$ cat config.mk
export PLATFORM = sky130hd
export DESIGN_NAME = sample_accum_decim_flat
export DESIGN_NICKNAME = d
export VERILOG_FILES = /design/src/rtl/sample_accum_pkg.sv /design/src/rtl/sample_accum_decim_if.sv /design/src/rtl/sample_hold_reg.sv /design/src/rtl/sample_accum_decim.sv /design/src/flat_wrapper.sv
export SDC_FILE = /design/constraint.sdc
export NUM_CORES = 1
export LEC_CHECK = 0
export CORE_ASPECT_RATIO = 0.75
export CORE_MARGIN = 3
export CORE_UTILIZATION = 30
export CTS_BUF_LIST = sky130_fd_sc_hd__clkbuf_8
export DETAILED_ROUTE_END_ITERATION = 6
export GPL_ROUTABILITY_DRIVEN = 0
export PLACE_DENSITY = 0.54
export SKIP_LAST_GASP = 1
export SLEW_MARGIN = 10
export SYNTH_ARGS = -nofsm -noshare
export SYNTH_HDL_FRONTEND = slang
export SYNTH_SLANG_ARGS = --single-unit
$ cat constraint.sdc
create_clock -name clk -period 10.9 [get_ports clk]
set_input_delay 2.18 -clock clk [delete_from_list [all_inputs] [get_ports clk]]
set_output_delay 2.18 -clock clk [all_outputs]
set_load 0.01 [all_outputs]
$ cat src/rtl/sample_accum_pkg.sv
// Shared constants and the scale/saturate helper for sample_accum_decim.
// SAMPLE_ACCUM_ROUND_EN selects round-half-up ahead of the shift.
package sample_accum_pkg;

    localparam int SAMPLE_W   = 32;
    localparam int DROP_CNT_W = 8;
    localparam int SUM_MAX_W  = 64;

    // Callers sign-extend their sum to SUM_MAX_W bits.
    // The extra top bit keeps the rounding add from wrapping.
    function automatic logic signed [SAMPLE_W-1:0] sat_shift(
        input logic signed [SUM_MAX_W-1:0] sum,
        input int                          shift
    );
        logic signed [SUM_MAX_W:0] ext;
        logic signed [SUM_MAX_W:0] shf;
        logic signed [SUM_MAX_W:0] max_v;
        logic signed [SUM_MAX_W:0] min_v;
        max_v = 65'sd2147483647;
        min_v = -65'sd2147483648;
        ext   = {sum[SUM_MAX_W-1], sum};
`ifdef SAMPLE_ACCUM_ROUND_EN
        if (shift > 0) begin
            ext = ext + (65'sd1 <<< (shift - 1));
        end
`endif
        shf = ext >>> shift;
        if (shf > max_v) begin
            return max_v[SAMPLE_W-1:0];
        end else if (shf < min_v) begin
            return min_v[SAMPLE_W-1:0];
        end
        return shf[SAMPLE_W-1:0];
    endfunction

endpackage

$ cat src/rtl/sample_accum_decim_if.sv
// Sample-in / result-out bundle of sample_accum_decim.
// The slave modport is the decimator side; the master modport is its environment.
interface sample_accum_decim_if;
    import sample_accum_pkg::*;

    logic signed [SAMPLE_W-1:0]   in_data;
    logic                         in_valid;
    logic signed [SAMPLE_W-1:0]   out_data;
    logic                         out_valid;
    logic                         out_ready;
    logic                         overrun;
    logic        [DROP_CNT_W-1:0] drop_cnt;

    modport slave (
        input  in_data, in_valid, out_ready,
        output out_data, out_valid, overrun, drop_cnt
    );

    modport master (
        output in_data, in_valid, out_ready,
        input  out_data, out_valid, overrun, drop_cnt
    );

endinterface

$ cat src/rtl/sample_hold_reg.sv
// One-entry valid/ready holding register.
// A load arriving while full and not being drained is reported on o_dropped.
module sample_hold_reg
    import sample_accum_pkg::*;
(
    input  logic                       clk,
    input  logic                       rst,
    input  logic                       i_load,
    input  logic signed [SAMPLE_W-1:0] i_data,
    output logic signed [SAMPLE_W-1:0] o_data,
    output logic                       o_valid,
    input  logic                       i_ready,
    output logic                       o_dropped
);

    logic signed [SAMPLE_W-1:0] r_data_p1;
    logic                       r_vld_p1;
    logic                       w_accept;

    // The slot can take a new result when empty or when being drained this cycle.
    assign w_accept  = !r_vld_p1 || i_ready;
    assign o_dropped = i_load && !w_accept;

    always_ff @(posedge clk) begin
        if (rst) begin
            r_data_p1 <= '0;
            r_vld_p1  <= 1'b0;
        end else if (i_load && w_accept) begin
            r_data_p1 <= i_data;
            r_vld_p1  <= 1'b1;
        end else if (r_vld_p1 && i_ready) begin
            r_vld_p1  <= 1'b0;
        end
    end

    assign o_data  = r_data_p1;
    assign o_valid = r_vld_p1;

endmodule

$ cat src/rtl/sample_accum_decim.sv
// Integrate-and-dump decimator: sums DECIM samples, shifts, saturates to 32 bits.
// Define SAMPLE_ACCUM_ROUND_EN for round-half-up before the shift. ACC_W must be <= 64.
module sample_accum_decim
    import sample_accum_pkg::*;
#(
    parameter int DECIM = 8,
    parameter int SHIFT = 3,
    parameter int ACC_W = 40
) (
    input  logic                 clk,
    input  logic                 rst,
    sample_accum_decim_if.slave  bus
);

    localparam int CNT_W = $clog2(DECIM);

    logic signed [ACC_W-1:0]      r_acc_p0;
    logic        [CNT_W-1:0]      r_cnt_p0;
    logic signed [ACC_W-1:0]      w_sum_next;
    logic signed [SAMPLE_W-1:0]   w_result;
    logic                         w_dump;
    logic                         w_dropped;
    logic                         r_overrun;
    logic        [DROP_CNT_W-1:0] r_drop_cnt;

    // Stage 0: accumulate; the DECIM-th sample is folded into its own block.
    assign w_sum_next = r_acc_p0 + ACC_W'(bus.in_data);
    assign w_dump     = bus.in_valid && (r_cnt_p0 == CNT_W'(DECIM - 1));
    assign w_result   = sat_shift(SUM_MAX_W'(w_sum_next), SHIFT);

    always_ff @(posedge clk) begin
        if (rst) begin
            r_acc_p0 <= '0;
            r_cnt_p0 <= '0;
        end else if (bus.in_valid) begin
            if (w_dump) begin
                r_acc_p0 <= '0;
                r_cnt_p0 <= '0;
            end else begin
                r_acc_p0 <= w_sum_next;
                r_cnt_p0 <= r_cnt_p0 + CNT_W'(1);
            end
        end
    end

    // Stage 1: result holding register.
    sample_hold_reg u_hold (
        .clk       (clk),
        .rst       (rst),
        .i_load    (w_dump),
        .i_data    (w_result),
        .o_data    (bus.out_data),
        .o_valid   (bus.out_valid),
        .i_ready   (bus.out_ready),
        .o_dropped (w_dropped)
    );

    always_ff @(posedge clk) begin
        if (rst) begin
            r_overrun  <= 1'b0;
            r_drop_cnt <= '0;
        end else if (w_dropped) begin
            r_overrun <= 1'b1;
            if (r_drop_cnt != '1) begin
                r_drop_cnt <= r_drop_cnt + DROP_CNT_W'(1);
            end
        end
    end

    assign bus.overrun  = r_overrun;
    assign bus.drop_cnt = r_drop_cnt;

endmodule

$ cat src/flat_wrapper.sv
// flat-port wrapper written by rule: the top's interface ports become plain ports
module sample_accum_decim_flat import sample_accum_pkg::*;
#(
    parameter int DECIM = 8,
    parameter int SHIFT = 3,
    parameter int ACC_W = 40
)
  (clk, rst, bus_in_data, bus_in_valid, bus_out_ready, bus_out_data, bus_out_valid, bus_overrun, bus_drop_cnt);
  sample_accum_decim_if bus_i ();
  input  logic clk;
  input  logic rst;
  input wire logic [$bits(bus_i.in_data)-1:0] bus_in_data;
  input wire logic [$bits(bus_i.in_valid)-1:0] bus_in_valid;
  input wire logic [$bits(bus_i.out_ready)-1:0] bus_out_ready;
  output wire logic [$bits(bus_i.out_data)-1:0] bus_out_data;
  output wire logic [$bits(bus_i.out_valid)-1:0] bus_out_valid;
  output wire logic [$bits(bus_i.overrun)-1:0] bus_overrun;
  output wire logic [$bits(bus_i.drop_cnt)-1:0] bus_drop_cnt;
  assign bus_i.in_data = bus_in_data;
  assign bus_i.in_valid = bus_in_valid;
  assign bus_i.out_ready = bus_out_ready;
  assign bus_out_data = bus_i.out_data;
  assign bus_out_valid = bus_i.out_valid;
  assign bus_overrun = bus_i.overrun;
  assign bus_drop_cnt = bus_i.drop_cnt;
  sample_accum_decim #(.DECIM(DECIM), .SHIFT(SHIFT), .ACC_W(ACC_W)) u_core (.clk(clk), .rst(rst), .bus(bus_i));
endmodule
Yosys cells after proc, flatten, opt, wreduce, memory -nomap -nowiden
Index checks and enable logic that the tools add are counted. W data, S select, Z words.

Output and inout port bits: 42. Logic and storage cells: 31. Bits of input ports: 36. Bits in registers: 85.

Reduce and logical (&&, ||, !) cells: 9. Add/sub/neg operators: 3. Multiplexer cells: 9. Equality and inequality tests: 2. Magnitude comparators: 2.

Operator list (count): $mux W32 (3); $add A40 B32 Y40 (1); $mux W40 (1); $gt A37 B32 Y1 const B (1); $lt A37 B32 Y1 const B (1); $add A8 B1 Y8 const B (1); $ne A8 B8 Y1 const B (1); $logic_and A1 B1 Y1 (4); $mux W1 (4); $add A3 B1 Y3 const B (1); $eq A3 B3 Y1 const B (1); $mux W3 (1); $logic_not A1 Y1 (2); $reduce_and A2 Y1 (1); $reduce_bool A2 Y1 (1); $logic_or A1 B1 Y1 (1).

Longest topological paths before layout
Gate-level depths: netlist (run 1).

Word-level depth: 5. Gate-level depth with buffers: 14.

Cells and area by module
From an unflattened synthesis (run 1), not the netlist that was laid out.

Cells, all modules: 713. Area, all modules: 6117.1 um^2.

By module, submodules not included: sample_accum_decim (cells each 568, area an instance 4599.4 um^2, times used 1); sample_hold_reg (cells each 145, area an instance 1517.7 um^2, times used 1).

Worst setup path before layout (run 1)
No wires, ideal clock.

Path type: input to register. Start: in bus_in_data[19]. End: reg u_core.u_hold.r_data_p1[0], in the netlist u_core.u_hold.o_data[0]. Data required time: 10.754 ns. Setup slack: 5.705 ns. Setup time: 0.146 ns. Arrival: 5.049 ns. Stages: 12. Path through: ha_1 -> buf_4 -> nand4_1 -> or3_1 -> or4_1 -> a31oi_2 -> o21a_1 -> a2111oi_2 -> or4_4 -> o32ai_4 -> buf_6 -> a211oi_2.

Longest elaborated chain between the ends: 5. Elaborated cells on any way between the ends: 7. Classes of those cells: 1 x add/sub; 2 x order compare; 4 x mux.

RTL lines: start, declared (RTL line flat_wrapper.sv:12) `input wire logic [$bits(bus_i.in_data)-1:0] bus_in_data;`; $add A40 B32 Y40 (*) (RTL line sample_accum_decim.sv:27) `assign w_sum_next = r_acc_p0 + ACC_W'(bus.in_data);`; $lt A37 B32 Y1 (RTL line sample_accum_pkg.sv:30) `end else if (shf < min_v) begin`; $mux W1 (RTL line sample_accum_pkg.sv:30); $mux W1 (RTL line sample_accum_pkg.sv:28) `if (shf > max_v) begin`; $mux W32 (*) (RTL line sample_accum_pkg.sv:33) `return shf[SAMPLE_W-1:0];`; end signal, assigned (RTL line sample_hold_reg.sv:29) `r_data_p1 <= i_data;`; end, declared (RTL line sample_hold_reg.sv:16) `logic signed [SAMPLE_W-1:0] r_data_p1;`.

Mark *: on every way between the ends. The rest lies on a longest branch, timed or not. A chain may end at the register's enable or synchronous reset.

Worst setup path in the final report (run 1)
Start: in bus_in_data[0]. End: reg u_core.u_hold.r_data_p1[14], in the netlist u_core.u_hold.o_data[14].

The elaborated chain is that of the path after synthesis.

==> impl_metrics.env, run 1 <==
export IMPL_start_util_pct=31.3
export IMPL_finalMaxSlewViolations=0
export IMPL_drt_iter0_markers=364
export IMPL_grt_pass1_wl_um=27200
export IMPL_hold_buffers=0
export IMPL_cp_end_kind="flip-flop"
export IMPL_critical_path_class="input port to flip-flop"
export IMPL_timing_rr_end="u_core.u_hold.o_data[14]"
export IMPL_gr_usage_all_layers_pct=16.4
export IMPL_path_clk_slew_ns=0.09
export IMPL_grt_pass1_vias=4967
export IMPL_dieArea_mm2=0.0206
export IMPL_synth_edff_count=0
export IMPL_slew_headroom_pct=27.0
export IMPL_synth_async_reset_ratio_pct=0
export IMPL_critPathMaxStageDelay_ns=0.77
export IMPL_syn_area_mm2=0.00566
export IMPL_drtAntennaViolNets=0
export IMPL_die_x_um=165
export IMPL_fin_tns_setup_ns=0
export IMPL_power_mw=0.952
export IMPL_max_cap_violations=0
export IMPL_ys_warn_count=0
export IMPL_ir_drop_mv=0.0563
export IMPL_most_common_layout_cells="103 x nor2_1, 85 x dfxtp_1, 76 x clkdlybuf4s50_1"
export IMPL_cts_setup_buffers=0
export IMPL_layout_drive_gt1_share_pct=8.27
export IMPL_min_period_ns=6.62
export IMPL_drcViolationCount=0
export IMPL_wirelength_um=16700
export IMPL_final_nets=825
export IMPL_ys_ff_latch=85
export IMPL_cts_buffers=9
export IMPL_worst_clock_skew_ns=0.0145
export IMPL_finalCritPeriodShare_pct=60.7
export IMPL_worstMarginPinSlew_ns=1.10
export IMPL_hpwl_um=12400
export IMPL_cts_max_path_buffers=2
export IMPL_leakagePower_nw=2.49
export IMPL_synth_main_ff_cell="dfxtp_1"
export IMPL_via_per_inst=5.32
export IMPL_setup_viol=0
export IMPL_synthDistinctLibCells=60
export IMPL_cpMaxStageDelayCell="o32ai_4"
export IMPL_max_freq_ghz=0.151
export IMPL_critPathMaxFanout=19
export IMPL_htreeDepth=3
export IMPL_root_buffer="clkbuf_8"
export IMPL_worstHoldPathType="flip-flop to flip-flop"
export IMPL_num_vias=5277
export IMPL_status="finished clean"
export IMPL_hold_path_startpoint="u_core.r_acc_p0[39]"
export IMPL_r2r_slack_ns=6.19
export IMPL_antenna_found_initial=0
export IMPL_syn_inst=698
export IMPL_port_buffers=77
export IMPL_layout_commonest_cell="nor2_1"
export IMPL_hold_path_endpoint="u_core.r_acc_p0[39]"
export IMPL_syn_avg_cell_area_um2=8.11
export IMPL_first_pass_iters=5
export IMPL_grt_max_degree=86
export IMPL_cts_sinks=85
export IMPL_hold_violations=0
export IMPL_syn_to_final_growth_pct=19.5
export IMPL_overflow=0
export IMPL_wl_per_cell_um=16.9
export IMPL_antenna_cells=0
export IMPL_core_area_mm2=0.0181
export IMPL_clk_latency_ns=0.38
export IMPL_rsz0062_at_grt="false"
export IMPL_rows=42
export IMPL_ff2ff_path_depth=14
export IMPL_critical_path_arrival_ns=6.83
export IMPL_synth_nets=777
export IMPL_fp_dieH_um=125
export IMPL_hold_slack_ns=0.498
export IMPL_start_kind="input port"
export IMPL_pin_count=78
export IMPL_post_cts_resized=0
export IMPL_min_path_cells=2
export IMPL_r2r_start="u_core.r_acc_p0[0]"
export IMPL_ys_seq_area_share_pct=30.1
export IMPL_cts_tree="yes"
export IMPL_powerDensity_mw_per_mm2=141
export IMPL_crit_required_ns=11.12
export IMPL_cp_cell_sequence="clkdlybuf4s50_1 > ha_1 > inv_1 > fa_1 > nand2b_1 > a21oi_1 > o21ai_0 > a41o_1 > nand2_1 > a21oi_1 > o311ai_0 > inv_1 > o32ai_4 > buf_4 > a211oi_2"
## cell usage after synthesis, types with 3 or more instances
cell type / number / area share, %
or2_2: 3 / 0.33
o21ai_0: 30 / 2.7
a21o_1: 11 / 1.5
nor3_1: 18 / 1.6
buf_6: 3 / 0.60
and3_1: 3 / 0.33
xor2_1: 18 / 2.8
o21ai_1: 31 / 2.7
ha_1: 42 / 9.3
o211ai_1: 6 / 0.80
clkbuf_1: 31 / 2.1
a31oi_1: 3 / 0.33
a22oi_1: 38 / 5.0
nand4_1: 15 / 1.7
a211oi_2: 30 / 6.6
a21oi_1: 50 / 4.4
nand2b_1: 8 / 0.88
buf_4: 5 / 0.66
xnor2_1: 19 / 2.9
nand2_1: 45 / 3.0
inv_1: 11 / 0.73
a211oi_1: 8 / 1.1
and2_1: 3 / 0.33
or3_1: 5 / 0.55
nor2_1: 105 / 7.0
dfxtp_1: 85 / 30
o21a_1: 10 / 1.3
o21bai_1: 5 / 0.66
buf_2: 3 / 0.27
nor2b_1: 3 / 0.33
nand3_1: 16 / 1.4
## per-layer routing
layer | vias to the layer above | GRT usage, % | share of wire [%] | routed length (um)
met5 | - | 0 | 0 | 0
met4 | 0 | 4.24 | 1.1 | 184
met3 | 10 | 3.17 | 4.6 | 774
met2 | 105 | 21.7 | 39 | 6480
met1 | 2499 | 26.4 | 56 | 9310
li1 | 2663 | - | - | -
## flip-flops by register name, indices dropped and copies added, names as in the netlist
name                   cells
u_core.u_hold.o_data      32
u_core.r_acc_p0           40
u_core.bus.drop_cnt        8
u_core.bus.overrun         1
u_core.r_cnt_p0            3
u_core.u_hold.o_valid      1
## power by group
part	internal (mW)	switching [mW]
registers	0.331	0.0123
logic	0.140	0.240
clock network	0.105	0.123
total	0.577	0.375
## layout make-up
type | instances | area [um2]
fill | 1909 | 11300
multi-input combinational | 557 | 3720
sequential | 85 | 1700
timing repair buffer | 81 | 798
tap | 242 | 303
clock buffer | 9 | 124
clock inverter | 6 | 63.8
inverter | 12 | 45.0
## cells by family (layout without fill, tap and decap cells)
kind of cell	Yosys count	count (layout)	share of synthesized area (%)
adders and majority gates	43	43	9.64
xor gates and xnor gates	38	38	6.01
buffers and inverters	56	108	4.51
and+or+nand+nor	232	232	18.6
muxes	1	1	0.177
AOI/OAI and AO/OA	243	243	31.0
DFF	85	85	30.1
## metrics by stage
step,utilization (%),area [um2],std cells,setup WS (ns)
finish,37.4,6760,992,4.28
global route,37.4,6760,992,3.85
CTS,37.4,6760,992,4.30
detailed placement,36.4,6570,977,3.87
global placement,36.4,6570,977,4.02
floorplan,-,5660,698,5.70
## worst max-delay path by stage
stage | depth (start not counted) | from | end
6_report | 15 | bus_in_data[0] | u_core.u_hold.o_data[14]
3_3_place_gp | 15 | bus_in_data[0] | u_core.u_hold.o_data[12]
2_1_floorplan | 12 | bus_in_data[19] | u_core.u_hold.o_data[0]
4_1_cts | 15 | bus_in_data[0] | u_core.u_hold.o_data[14]
3_5_place_dp | 15 | bus_in_data[0] | u_core.u_hold.o_data[14]
5_1_grt | 15 | bus_in_data[0] | u_core.u_hold.o_data[14]
## critical path: cells and delay by family
kind | cells | cell delay [ns]
buffers and inverters | 4 | 1.18
and+or+nand+nor | 2 | 0.30
AOI/OAI and AO/OA | 7 | 2.59
adders and majority gates | 2 | 0.57
Note: power is estimated with default switching activity, not from simulation.
==> run 2: changes to the inputs <==
Clock period 10.9 ns to 6.8 ns, I/O delays scaled along.
==> impl_metrics.env, run 2 (same netlist as run 1, synthesis figures left out) <==
export IMPL_hold_violations=0
export IMPL_fin_tns_setup_ns=0
export IMPL_pin_count=78
export IMPL_max_freq_ghz=0.183
export IMPL_powerDensity_mw_per_mm2=222
export IMPL_rsz0062_at_grt="false"
export IMPL_htreeDepth=3
export IMPL_start_util_pct=31.3
export IMPL_overflow=0
export IMPL_final_nets=827
export IMPL_layout_commonest_cell="nor2_1"
export IMPL_cts_buffers=9
export IMPL_finalMaxSlewViolations=0
export IMPL_cts_max_path_buffers=2
export IMPL_most_common_layout_cells="103 x nor2_1, 85 x dfxtp_1, 76 x clkdlybuf4s50_1"
export IMPL_worst_clock_skew_ns=0.0125
export IMPL_met1_length_um=9400
export IMPL_drt_iter0_markers=397
export IMPL_wl_met3_um=742
export IMPL_path_clk_slew_ns=0.09
export IMPL_num_vias=5239
export IMPL_clk_latency_ns=0.38
export IMPL_wl_met2_um=6450
export IMPL_r2r_slack_ns=2.44
export IMPL_fp_dieH_um=125
export IMPL_fin_util_pct=37.5
export IMPL_power_mw=1.51
export IMPL_post_cts_resized=0
export IMPL_antenna_cells=0
export IMPL_cts_setup_buffers=0
export IMPL_crit_required_ns=7.10
export IMPL_slew_headroom_pct=27.7
export IMPL_critical_path_arrival_ns=5.77
export IMPL_critPathMaxFanout=16
export IMPL_largest_reg_flops=40
export IMPL_finalCritPeriodShare_pct=80.6
export IMPL_syn_to_final_growth_pct=19.7
export IMPL_critPathMaxStageDelay_ns=0.55
export IMPL_root_buffer="clkbuf_8"
export IMPL_worstHoldPathType="flip-flop to flip-flop"
export IMPL_cts_tree="yes"
export IMPL_hold_buffers=0
export IMPL_wirelength_um=16700
export IMPL_grt_max_degree=86
export IMPL_cts_sinks=85
export IMPL_top_layer_used="met4"
export IMPL_min_period_ns=5.48
export IMPL_core_area_mm2=0.0181
export IMPL_largest_register="u_core.r_acc_p0"
export IMPL_rows=42
export IMPL_setup_viol=0
export IMPL_multi_input_area_mm2=0.00372
export IMPL_leakagePower_nw=2.50
export IMPL_drtAntennaViolNets=0
export IMPL_status="finished clean"
export IMPL_seqCellArea_mm2=0.00170
export IMPL_critical_path_class="input port to flip-flop"
export IMPL_gr_usage_all_layers_pct=16.3
export IMPL_dieArea_mm2=0.0206
export IMPL_wl_per_cell_um=16.8
export IMPL_hpwl_um=12300
export IMPL_max_cap_violations=0
export IMPL_ir_drop_mv=0.0829
export IMPL_layout_drive_gt1_share_pct=8.64
export IMPL_drcViolationCount=0
export IMPL_start_kind="input port"
export IMPL_die_x_um=165
export IMPL_via_per_inst=5.27
export IMPL_hold_slack_ns=0.486
export IMPL_grt_pass1_wl_um=27100
export IMPL_antenna_found_initial=0
export IMPL_worstMarginPinSlew_ns=1.08
export IMPL_grt_pass1_vias=4948
export IMPL_cp_cell_sequence="clkdlybuf4s50_1 > ha_1 > inv_1 > fa_1 > nand2b_1 > a21oi_1 > o21ai_0 > and4_1 > o2111a_1 > nor3_1 > nand3_1 > nor3_4 > buf_4 > o21ai_1 > a211oi_2"
export IMPL_fill_cells=1900
export IMPL_cp_end_kind="flip-flop"
export IMPL_cpMaxStageDelayCell="nor3_4"
export IMPL_first_pass_iters=5
export IMPL_port_buffers=77
run 2: final cells by class:
class	count	share of cell area, %
repair buffers	83	12.0
inverters	12	0.665
well taps	242	4.47
clock inverters	3	0.296
multi-input cells	557	55.0
flip-flops and latches	85	25.1
clock buffers	12	2.44
run 2: per-layer routing:
metal / GRT usage (%) / vias to the layer above
li1: - / 2656
met1: 26.4 / 2455
met2: 21.4 / 119
met3: 3.60 / 9
met4: 3.80 / 0
met5: 0 / -
run 2: metrics by stage:
stage	cells	worst slack, ns	area (um2)
after floorplan	698	2.42	5660
after global placement	979	0.969	6590
after detailed placement	979	0.930	6590
after CTS	994	1.35	6770
after global routing	994	1.02	6770
final	994	1.32	6770
run 2: power by group:
group / internal, mW / switching [mW]
sequential: 0.531 / 0.0196
combinational: 0.225 / 0.380
clock: 0.160 / 0.190
total: 0.916 / 0.589
run 2: worst max-delay path: cells and delay by family:
kind,cells,cell delay [ns]
AOI/OAI and AO/OA,5,1.24
adders and majority gates,2,0.57
buffers and inverters,3,0.88
and+or+nand+nor,5,1.71
run 2: final timing paths:
kind	from	endpoint	cells after the start
setup / recovery	bus_in_data[0]	u_core.u_hold.o_data[11]	15
hold / removal	u_core.r_acc_p0[39]	u_core.r_acc_p0[39]	2
setup reg to reg	u_core.r_acc_p0[0]	u_core.u_hold.o_data[11]	14
hold reg to reg	u_core.r_acc_p0[39]	u_core.r_acc_p0[39]	2
